[src/rtl/vga_capture.sv]
// Passive VGA stream receiver: recovers pixel coordinates, strobes each visible pixel,
// checks frame geometry and accumulates a per-frame 16-bit colour checksum.
module vga_capture #(
   parameter int REG_SIZE = 8,
   parameter int H_ACTIVE = 640,
   parameter int V_ACTIVE = 480
) (
   input  logic                    clk,
   input  logic                    reset,
   input  logic                    en,
   input  logic                    vga_clk,
   input  logic                    h_sync,
   input  logic                    v_sync,
   input  logic                    blank_n,
   input  logic [REG_SIZE-1:0]     red_vga,
   input  logic [REG_SIZE-1:0]     green_vga,
   input  logic [REG_SIZE-1:0]     blue_vga,
   output logic                    pix_valid,
   output logic [9:0]              pix_x,
   output logic [9:0]              pix_y,
   output logic [3*REG_SIZE-1:0]   pix_rgb,
   output logic                    frame_start,
   output logic                    frame_done,
   output logic                    frame_err,
   output logic [15:0]             checksum,
   output logic [15:0]             frame_count
);

   typedef enum logic [1:0] {S_IDLE, S_VSYNC, S_ACTIVE} state_t;

   localparam logic [9:0] LP_H_ACTIVE = 10'(H_ACTIVE);
   localparam logic [9:0] LP_V_ACTIVE = 10'(V_ACTIVE);
   localparam logic [9:0] LP_SAT      = 10'h3FF;

   state_t      r_state;
   logic        r_vga_clk_q;
   logic        r_blank_q;
   logic        r_line_err;
   logic [9:0]  r_x;
   logic [9:0]  r_y;
   logic [15:0] r_sum;

   logic        w_tick;
   logic        w_in_window;
   logic [9:0]  w_x_inc;
   logic [9:0]  w_y_inc;
   logic [15:0] w_pix_sum;

   // vga_clk is a divided copy of clk, so its rising edge is found by sampling it as data.
   assign w_tick      = vga_clk & ~r_vga_clk_q;
   assign w_in_window = (r_x < LP_H_ACTIVE) && (r_y < LP_V_ACTIVE);
   assign w_x_inc     = (r_x == LP_SAT) ? r_x : r_x + 10'd1;
   assign w_y_inc     = (r_y == LP_SAT) ? r_y : r_y + 10'd1;
   assign w_pix_sum   = 16'(red_vga) + 16'(green_vga) + 16'(blue_vga);

   always_ff @(posedge clk or negedge reset) begin
      if (!reset) begin
         r_state     <= S_IDLE;
         r_vga_clk_q <= 1'b0;
         r_blank_q   <= 1'b0;
         r_line_err  <= 1'b0;
         r_x         <= '0;
         r_y         <= '0;
         r_sum       <= '0;
         pix_valid   <= 1'b0;
         pix_x       <= '0;
         pix_y       <= '0;
         pix_rgb     <= '0;
         frame_start <= 1'b0;
         frame_done  <= 1'b0;
         frame_err   <= 1'b0;
         checksum    <= '0;
         frame_count <= '0;
      end else begin
         // NOTE: non-blocking throughout, so every branch below sees the pre-edge x/y/sum.
         r_vga_clk_q <= vga_clk;
         pix_valid   <= 1'b0;
         frame_start <= 1'b0;
         frame_done  <= 1'b0;
         if (w_tick) r_blank_q <= blank_n;

         if (!en) begin
            r_state <= S_IDLE;
         end else if (w_tick) begin
            case (r_state)
               S_IDLE: if (!v_sync) r_state <= S_VSYNC;
               S_VSYNC: begin
                  if (v_sync) begin
                     r_x         <= '0;
                     r_y         <= '0;
                     r_sum       <= '0;
                     r_line_err  <= 1'b0;
                     frame_start <= 1'b1;
                     r_state     <= S_ACTIVE;
                  end
               end
               S_ACTIVE: begin
                  // v_sync low wins over a visible pixel in the same tick.
                  if (!v_sync) begin
                     frame_done  <= 1'b1;
                     frame_err   <= r_line_err | (r_y != LP_V_ACTIVE);
                     checksum    <= r_sum;
                     frame_count <= frame_count + 16'd1;
                     r_state     <= S_VSYNC;
                  end else if (blank_n) begin
                     if (w_in_window) begin
                        pix_valid <= 1'b1;
                        pix_x     <= r_x;
                        pix_y     <= r_y;
                        pix_rgb   <= {red_vga, green_vga, blue_vga};
                        r_sum     <= r_sum + w_pix_sum;
                     end
                     if (!w_in_window || !h_sync) r_line_err <= 1'b1;
                     r_x <= w_x_inc;
                  end else if (r_blank_q) begin
                     if (r_x != LP_H_ACTIVE) r_line_err <= 1'b1;
                     r_x <= '0;
                     r_y <= w_y_inc;
                  end
               end
               default: r_state <= S_IDLE;
            endcase
         end
      end
   end

endmodule

[config.mk]
export PLATFORM = sky130hd
export DESIGN_NAME = vga_capture
export DESIGN_NICKNAME = d
export VERILOG_FILES = /design/src/rtl/vga_capture.sv
export SDC_FILE = /design/constraint.sdc
export NUM_CORES = 1
export LEC_CHECK = 0
export ABC_AREA = 1
export CAP_MARGIN = 25
export CORE_UTILIZATION = 40
export DETAILED_ROUTE_END_ITERATION = 12
export DONT_BUFFER_PORTS = 1
export MAX_ROUTING_LAYER = met4
export PLACE_DENSITY_LB_ADDON = 0.12
export SLEW_MARGIN = 20
export SYNTH_ARGS = -nofsm -noshare
export SYNTH_HDL_FRONTEND = slang
export SYNTH_SLANG_ARGS = --single-unit
[constraint.sdc]
create_clock -name clk -period 6.6 [get_ports clk]
set_input_delay 0.99 -clock clk [delete_from_list [all_inputs] [get_ports clk]]
set_output_delay 0.99 -clock clk [all_outputs]
set_load 0.01 [all_outputs]
; ---- Word level (Yosys, flattened, before mapping)
; Index checks and enable logic that the tools add are counted.
[totals]
register_bits = 121
input_bits = 31
output_inout_bits = 80
wordCells = 104
[classes]
n_addsub = 6
n_lt_le_gt_ge = 2
n_eq_ne = 20
mux = 42
bitwise_logic = 4
reduce_logical = 14
[ops]
columns = op, n
row1 = 10-bit two-way mux, 9
row2 = 16-bit two-way mux, 4
row3 = 10-bit case mux with 2 select lines, 2
row4 = 16-bit case mux with 2 select lines, 1
row5 = 10-bit by 1-bit adder with 10-bit output (second input constant), 2
row6 = 10-bit equality test (second input constant), 2
row7 = 1-bit two-way mux, 20
row8 = 3-bit != test (second input constant), 6
row9 = 16-bit by 1-bit adder with 16-bit output (second input constant), 1
row10 = 16-bit by 10-bit adder with 16-bit output, 1
row11 = 8-bit AND reduction, 2
row12 = 2-bit != test (second input constant), 7
row13 = 7-bit AND reduction, 2
row14 = 9-bit by 8-bit adder with 10-bit output, 1
row15 = 10-bit less-than comparator (second input constant), 1
row16 = 10-bit by 9-bit less-than comparator with 1-bit output (second input constant), 1
row17 = 10-bit != test (second input constant), 1
row18 = 10-bit by 9-bit != test with 1-bit output (second input constant), 1
row19 = 8-bit by 8-bit adder with 9-bit output, 1
row20 = 2-bit two-way mux, 4
row21 = 6-bit AND reduction, 1
row22 = 2-bit case mux with 2 select lines, 1
row23 = 4-bit AND reduction, 1
row24 = 3-bit AND reduction, 1
row25 = 13 further kinds, 15

; ---- Depth between registers and ports, before layout
[depth]
word_depth = 8
mapped_depth = 14
mapped_depth_nobuf = 14

; ---- Worst setup path after synthesis
; No wires, ideal clock.
[synth_path]
kind = in2reg
from = in red_vga[1]
to = reg r_sum[9]
setup_time_ns = 0.121
t_arrival_ns = 3.226
path_slack_ns = 3.252
stages = 12
path_cell_list = inv_1 fa_1 fa_1 inv_1 ha_1 fa_1 nand3_1 nand3_1 a21oi_1 nand2_1 nand2_1 o21ai_1
[synth_between]
elab_chain_cells = 7
[synth_rtl]
columns = item, line_no
row1 = from (decl), 15  ; input logic [REG_SIZE-1:0] red_vga,
row2 = 8-bit by 8-bit adder with 9-bit output, 54  ; assign w_pix_sum = 16'(red_vga) + 16'(green_vga) + 16'(blue_vga);
row3 = 9-bit by 8-bit adder with 10-bit output, 54
row4 = 16-bit by 10-bit adder with 16-bit output, 111  ; r_sum <= r_sum + w_pix_sum;
row5 = 16-bit two-way mux, 106  ; if (w_in_window) begin
row6 = 16-bit two-way mux, 105  ; end else if (blank_n) begin
row7 = 16-bit two-way mux, 99  ; if (!v_sync) begin
row8 = 16-bit case mux with 2 select lines, 85  ; case (r_state)
row9 = to (signal assigned), 111
row10 = to (decl), 41  ; logic [15:0] r_sum;
; Every way passes these cells. The select of a mux whose other input is x is not followed.
; A chain may end at the register's enable or synchronous reset.

; ---- Worst setup path after layout
; Same ends and word-level chain as after synthesis.

==> summary.md <==
| Metric | Value |
|---|---|
| CP Class | `input pin to flop` |
| Worst path bufs/invs | `2` |
| I/O pins | `111` |
| CTS buffer count | `17` |
| First-pass GRT wire length | `26270 um` |
| Initial cell density of the core | `41.48%` |
| Drt pass-1 iters | `5` |
| Clk Latency, worst-skew pair | `0.42 ns` |
| GP Congestion | `0.8523` |
| Delay-heaviest family, CP | `adder cells` |
| Final Hold Vio Count | `0` |
| # rows | `46` |
| Worst Hold Class | `input pin to asynchronous set/reset pin` |
| Area Overhead vs Synth | `11.45%` |
| CP Max Fanout | `4` |
| Max Freq | `317.5 MHz` |
| Nets | `867` |
| Mapped cell area | `6685 um^2` |
| PwrDens | `290.8 nW/um^2` |
| Hold buffers post-CTS | `0` |
| Synth cell types | `39` |
| Most common cell after layout, fill and taps aside | `nand2_1` |
| Worst setup EP type | `flop` |
| Remaining Overflow, GRT | `0` |
| CP Cell Sequence | `inv_1, fa_1, fa_1, inv_1, ha_1, fa_1, nand3_1, nand3_1, a21oi_1, nand2_1, nand2_1, o21ai_1` |
| Critical Path AT | `3.45 ns` |
| Layout cells sized above 1 | `11.15%` |
| Max clock buf depth | `2` |
| Ys flop type | `dfrtp_1` |
| Post-CTS Setup Bufs | `0` |
| Largest net degree at the start of global routing | `122` |
| Vias in the first global route | `5234` |
| Initial DRC count | `363` |
| Rel. slew slack | `51.36%` |
| Setup tns final | `0 ns` |
| Final period util | `47.72%` |
| Tmin final | `3.150 ns` |
| N_diodes | `0` |
| Vias per cell | `4.917` |
| Synth Register Bits | `121` |
| Initial antenna violation count | `0` |
| CTS sink cnt | `121` |
| Routed Antenna Nets | `0` |
| Required time of the critical path | `6.90 ns` |
| Most frequent cells in the layout | `nand2_1, dfrtp_1, inv_1` |
| RSZ-0062 raised after global routing | `false` |
| CTS tree | `done` |
| Clk pin slew, worst setup/hold paths | `0.05 ns` |
| Syn Nets | `865` |
| Slew Limit Fails | `0` |
| Number of synthesized flops with an enable pin | `0` |
| All-Layer GR Usage | `19.85%` |
| Full die area | `17230 um^2` |
| Share of the yosys chip area belonging to registers | `45.29%` |
| Syn Inst Count | `802` |
| Worst-Margin Slew | `0.7288 ns` |
| Post-CTS resize count | `0` |
| Avg Cell Area, Syn | `8.336 um^2` |
| DIE WIDTH | `131.3 um` |
| CP dominant cell by count | `fa_1` |
| H-tree levels | `4` |
| Die H | `131.3 um` |
| IO Port Bufs | `0` |
| Clock skew | `0.007213 ns` |
| # fillers | `1599` |
| Via count | `5074` |
| Synth Warn # | `0` |
| Worst ir drop on vdd | `180.4 uV` |
| DPL Wire Length | `11070 um` |
| CP Launch Type | `input pin` |
| Final setup fails | `0` |
| Maxcap violations | `0` |
| Avg WL per Cell | `14.84 um` |
| Synth async-reset ratio | `100.0%` |
| Core Region | `16120 um^2` |
| Crit-path slowest cell | `fa_1` |
| Residual DRC | `0` |
| CTS root buf | `clkbuf_16` |
| Tot Pwr | `0.002167 W` |
| Delay of the slowest cell on the worst path | `0.52 ns` |
| Outcome | `completed` |
| Final wirelength | `15320 um` |
| Leak pwr | `3.779 nW` |
| Final Util | `46.23%` |
| Post-route setup slack | `3.450 ns` |
| Pre-CTS setup slack | `3.046 ns` |
kinds of logic after synthesis:
kind of cell             count (synthesis)  synth area share, %
AO/OA/AOI/OAI                          107                8.928
XOR/XNOR                                16                2.096
adder cells (fa/ha/maj)                 32                7.786
buffers and inverters                  145                9.171
flip-flops                             121                45.29
AND/OR/NAND/NOR                        381                26.73
cell type report:
type                    count  area [um^2]  area share, %
clock buffers              22        474.2          6.364
clock inverters             9        145.1          1.948
inverters                 127        479.2          6.432
multi-input cells         536         3047          40.89
flip-flops and latches    121         3028          40.64
well taps                 216        270.3          3.627
repair buffers              1        7.507         0.1008
metal layers:
layer	GRT usage [%]	up-vias	routed length, um
met3	4.745	13	783
met4	8.140	0	178
met5	-	-	0
li1	-	2537	-
met2	31.53	106	7411
met1	24.28	2418	6942
cells in the mapped netlist, types with 2 or more instances:
master,number,area (um^2)
inv_1,118,442.9
dfrtp_1,121,3028
xnor2_1,6,52.55
nor3_4,2,32.53
nand3_1,39,195.2
fa_1,16,320.3
buf_6,5,56.30
clkbuf_1,4,15.01
xor2_1,10,87.58
nand2_1,226,848.3
o21ai_2,8,70.07
nand3b_1,4,30.03
o21ai_1,17,85.08
nand2_2,12,75.07
inv_2,8,30.03
nand4_1,17,106.4
nor2_4,2,22.52
o21ai_0,62,310.3
o22ai_1,2,12.51
ha_1,16,200.2
nor2_2,6,37.54
a21oi_1,13,65.06
nor2_1,42,157.7
nor3_2,3,30.03
a21o_1,2,15.01
buf_2,7,35.03
nor2_8,2,40.04
nand3_2,9,90.09
nand2_4,3,33.78
nor3_1,11,55.05
worst paths after layout:
kind | end | slack (ns) | depth (start not counted) | from
worst max-delay path | r_sum[9] | 3.45 | 12 | red_vga[1]
worst min register to register | r_sum[3] | 0.50 | 2 | r_sum[3]
worst max register to register | r_sum[9] | 4.18 | 11 | r_sum[1]
worst min-delay path | frame_count[8] | 0.27 | 0 | reset
min in group clk | r_sum[3] | 0.50 | 2 | r_sum[3]
max in group asynchronous | r_y[4] | 6.19 | 0 | reset
state kept, by name (all words and copies together), names as in the netlist:
signal / cells
pix_rgb: 24
pix_y: 10
frame_err: 1
r_state: 2
pix_valid: 1
r_blank_q: 1
r_sum: 16
checksum: 16
pix_x: 10
r_line_err: 1
frame_done: 1
r_x: 10
r_vga_clk_q: 1
frame_count: 16
frame_start: 1
r_y: 10
through the flow:
stage	hold WS (ns)	instance area, um^2	cells
finish	0.2692	7451	1032
global route	0.2476	7451	1032
CTS	0.2457	7451	1032
detailed placement	0.4942	6832	1001
global placement	0.4843	6832	1001
floorplan	0.4588	6685	802
where the power goes:
| part | total, W | leakage [nW] | switching [W] | internal, W |
|---|---|---|---|---|
| clock | 0.000975 | 0.310 | 0.000319 | 0.000656 |
| combinational | 0.000364 | 1.85 | 0.000239 | 0.000125 |
| sequential | 0.000828 | 1.62 | 0.0000395 | 0.000789 |
Note: power is estimated with default switching activity, not from simulation.
